==> src/rtl/param_deserializer.sv <==
// rtl/param_deserializer.sv - serial-to-parallel converter with sync-word alignment
module param_deserializer #(
  parameter int               WIDTH     = 8,
  parameter bit               LSB_FIRST = 1'b1,
  parameter logic [WIDTH-1:0] SYNC_WORD = WIDTH'(8'hA5)
) (
  input  logic             clk,
  input  logic             rst_n,
  input  logic             din,
  input  logic             din_valid,
  input  logic             realign,
  output logic [WIDTH-1:0] parallel_data,
  output logic             out_valid,
  output logic             locked,
  output logic             sync_seen
);

  localparam int CW = $clog2(WIDTH);
  localparam logic [CW-1:0] LAST = CW'(WIDTH - 1);

  typedef enum logic {HUNT, LOCKED} state_t;

  state_t           state, state_next;
  logic [WIDTH-1:0] sr, sr_next, shifted, data_next;
  logic [CW-1:0]    cnt, cnt_next;
  logic             ov_next, ss_next;

  always_comb begin
    if (LSB_FIRST) shifted = {din, sr[WIDTH-1:1]};
    else           shifted = {sr[WIDTH-2:0], din};
  end

  always_comb begin
    state_next = state;
    sr_next    = sr;
    cnt_next   = cnt;
    data_next  = parallel_data;
    ov_next    = 1'b0;
    ss_next    = 1'b0;
    if (din_valid) begin
      sr_next = shifted;
      if (state == HUNT) begin
        if (shifted == SYNC_WORD) begin
          state_next = LOCKED;
          cnt_next   = '0;
          ss_next    = 1'b1;
        end
      end else if (cnt == LAST) begin
        data_next = shifted;
        ov_next   = 1'b1;
        cnt_next  = '0;
        ss_next   = (shifted == SYNC_WORD);
      end else begin
        cnt_next = cnt + 1'b1;
      end
    end
    // realign wins over a word completing on the same edge; sr keeps its bits
    if (realign) begin
      state_next = HUNT;
      cnt_next   = '0;
      data_next  = parallel_data;
      ov_next    = 1'b0;
      ss_next    = 1'b0;
    end
  end

  always_ff @(posedge clk or negedge rst_n) begin
    if (!rst_n) begin
      state         <= HUNT;
      sr            <= '0;
      cnt           <= '0;
      parallel_data <= '0;
      out_valid     <= 1'b0;
      sync_seen     <= 1'b0;
    end else begin
      state         <= state_next;
      sr            <= sr_next;
      cnt           <= cnt_next;
      parallel_data <= data_next;
      out_valid     <= ov_next;
      sync_seen     <= ss_next;
    end
  end

  assign locked = (state == LOCKED);

endmodule

==> config.mk <==
export PLATFORM = sky130hd
export DESIGN_NAME = param_deserializer
export DESIGN_NICKNAME = d
export VERILOG_FILES = /design/src/rtl/param_deserializer.sv
export SDC_FILE = /design/constraint.sdc
export NUM_CORES = 1
export LEC_CHECK = 0
export BUFFER_PORTS_ARGS = -buffer_cell sky130_fd_sc_hd__buf_2
export CORE_MARGIN = 5
export CORE_UTILIZATION = 40
export DETAILED_ROUTE_END_ITERATION = 10
export SLEW_MARGIN = 10
export SYNTH_ARGS = -nofsm -noshare
export SYNTH_HDL_FRONTEND = slang
export SYNTH_SLANG_ARGS = --single-unit
==> constraint.sdc <==
create_clock -name clk -period 2.2 [get_ports clk]
set_input_delay 0.33 -clock clk [delete_from_list [all_inputs] [get_ports clk]]
set_output_delay 0.33 -clock clk [all_outputs]
set_load 0.02 [all_outputs]
==> results.md <==
- Status: complete, no violations
- VDD IR-drop max: 0.3975 mV
- Fin crit share: 70.70%
- CTS tree: yes
- Clock-pin slew on the worst setup and hold paths: 0.11 ns
- Area Overhead vs Synth: 15.44%
- Worst skew pair latency: 0.30 ns
- Seq/Total Area, Yosys: 58.41%
- Post-Syn Area: 899.6 sq um
- EDFF count, synth: 0
- DRC viols: 0
- Via/cell ratio: 4.921
- Violation count after the first detailed-route iteration: 5
- Static leakage: 0.5329 nW
- Max Clk Rate: 643.0 MHz
- Sink Count: 21
- Die area: 3298 sq um
- Wire per inst: 12.73 um
- Fillers: 212
- # IOs: 16
- Die extent in x: 57.43 um
- Crit. End Element: register
- N_diodes: 0
- Unique masters post-synth: 23
- Max Cap Viol: 0
- First-pass GRT wire length: 2.649 mm
- Mapped Nets: 74
- Initial Utilization: 41.46%
- HPWL after DPL: 1.037 mm
- Worst Reg-to-Reg Cells: 4
- Setup TNS: 0 ns
- CP max FO: 10
- H-tree Lvls: 1
- Drt first pass iters: 3
- FP Rows: 17
- Syn Area/Cell: 13.43 sq um
- # setup viols final: 0
- CP startpoint kind: register
- Worst EP arrival: 1.75 ns
- Hold Worst Slack: 0.2856 ns
- Setup Crit Path Kind: register to register
- Chip height: 57.43 um
- Slew Limit Fails: 0
- Ys Warns: 0
- Gr usage total: 10.15%
- GR Util met2: 14.68%
- Hold Crit Depth: 2
- Routed Antenna Nets: 0
- Grt ovf: 0
- Minimum clock period: 1.555 ns
- Met3 Track Usage GR: 3.167%
- Top_reg_cell synth: dfrtp_1
- Final hold vios: 0
- FF+latch count, synth: 21
- Finished Cell Area: 1039 sq um
- Initial antenna violation count: 0
- Clock tree buffer depth: 2
- RSZ-0062 raised after global routing: no
- Number of global-route vias before repair: 593
- Worst clock skew: 0.003988 ns
- P per Cell Area: 664.4 nW/um^2
- Gate Count Post-Synth: 67
- Worst slew margin: 69.94%
- CTS Buf Count: 3
- Total power: 0.0006900 W
- Largest net degree at the start of global routing: 22
- Final GP Congestion: 0.8212
- GR peak layer: met2
- Placed cell areas: 1002 sq um
- Ys async rst share: 100.0%
- Core ar.: 2170 sq um
- Via count: 561
- Worst min path class: input pin to register
- Final net count: 94
- Layout cell share with drive strength beyond 1: 40.70%
- IO buf count: 15
- CP Data Required Time: 2.39 ns
- Worst Tran Pin Value: 0.4508 ns
- Met1 Usage GRT: 14.06%
- CTS Root Buffer Type: clkbuf_4
- Final wirelength: 1.451 mm
==> where the power goes <==
group,switching [W],total [W],internal (W)
sequential,0.0000263,0.000442,0.000416
clock,0.000110,0.000180,0.0000706
combinational,0.0000321,0.0000670,0.0000349
==> path summary, 6_finish.rpt <==
kind,start,to,slack (ns)
worst min register to register,parallel_data[2],parallel_data[2],0.48
worst max register to register,cnt[0],parallel_data[7],0.64
worst min-delay path,realign,sync_seen,0.29
max in group asynchronous,rst_n,parallel_data[3],1.39
worst max-delay path,cnt[0],parallel_data[7],0.64
min in group asynchronous,rst_n,parallel_data[1],0.50
==> cells by family (layout without fill, tap and decap cells) <==
kind of cell	after synthesis	in the layout	synth area share [%]
DFF	21	21	58.41
and+or+nand+nor	21	21	15.99
muxes	13	13	16.27
AOI/OAI and AO/OA	6	6	4.451
buffers and inverters	4	23	2.086
adders and majority gates	2	2	2.781
==> routing by layer <==
| metal | vias up | part of all wire [%] |
|---|---|---|
| li1 | 281 | - |
| met1 | 266 | 51 |
| met2 | 12 | 43 |
| met3 | 2 | 4.5 |
| met4 | 0 | 1.3 |
| met5 | - | 0 |
==> what timing repair did <==
action / CTS / global route
setup buffers: 0 / 0
hold buffers: 1 / 0
hold endpoints to repair: 21 / 0
resized for setup: 0 / 0
==> through the flow <==
stage | worst slack (ns) | instances | utilization (%)
3_5_place_dp | 0.6460 | 109 | 46.19
2_1_floorplan | 0.7645 | 67 | -
5_1_grt | 0.5374 | 114 | 47.87
3_3_place_gp | 0.6734 | 109 | 46.19
4_1_cts | 0.6318 | 114 | 47.87
6_report | 0.6447 | 114 | 47.87
==> final cells by class <==
type	count	area (sq um)	share of cell area (%)
clock buffers	4	26.28	2.530
inverters	3	11.26	1.084
multi-input cells	42	355.3	34.22
flip-flops and latches	21	525.5	50.60
well taps	28	35.03	3.373
repair buffers	16	85.08	8.193
==> flip-flops by register name, indices dropped and copies added, names as in the netlist <==
signal	count
sync_seen	1
locked	1
sr	7
parallel_data	8
out_valid	1
cnt	3
==> Yosys cell counts (2+ instances only) <==
| master | instances | share of area [%] |
|---|---|---|
| dfrtp_1 | 21 | 58 |
| ha_1 | 2 | 2.8 |
| inv_1 | 3 | 1.3 |
| mux2_2 | 13 | 16 |
| nand2_1 | 4 | 1.7 |
| nand2b_1 | 2 | 1.4 |
| nand3_1 | 2 | 1.1 |
| nand3b_1 | 2 | 1.7 |
| nor2b_1 | 2 | 1.4 |
| o21ai_0 | 2 | 1.1 |
| o221ai_1 | 2 | 1.9 |
==> worst max-delay path: stages, from the launching register on <==
cell      delay (ns)
dfrtp_1         0.42
ha_1            0.21
ha_1            0.22
nand4b_2        0.24
mux2_2          0.37
==> cells in the final DEF (no fill, tap or decap), drive strengths merged <==
cell type and instances:
dfrtp 21, nand4b 2, nand4bb 1, nand2b 2, o21ai 2, nand3 2
ha 2, dlygate4sd3 1, mux2 13, a21oi 1, o221ai 2, nand3b 2
buf 15, inv 3, nand2 5, nor2b 2, nor3 2, nor2 1
or4 2, o211ai 1, clkbuf 4
(Power assumes the default switching activity.)
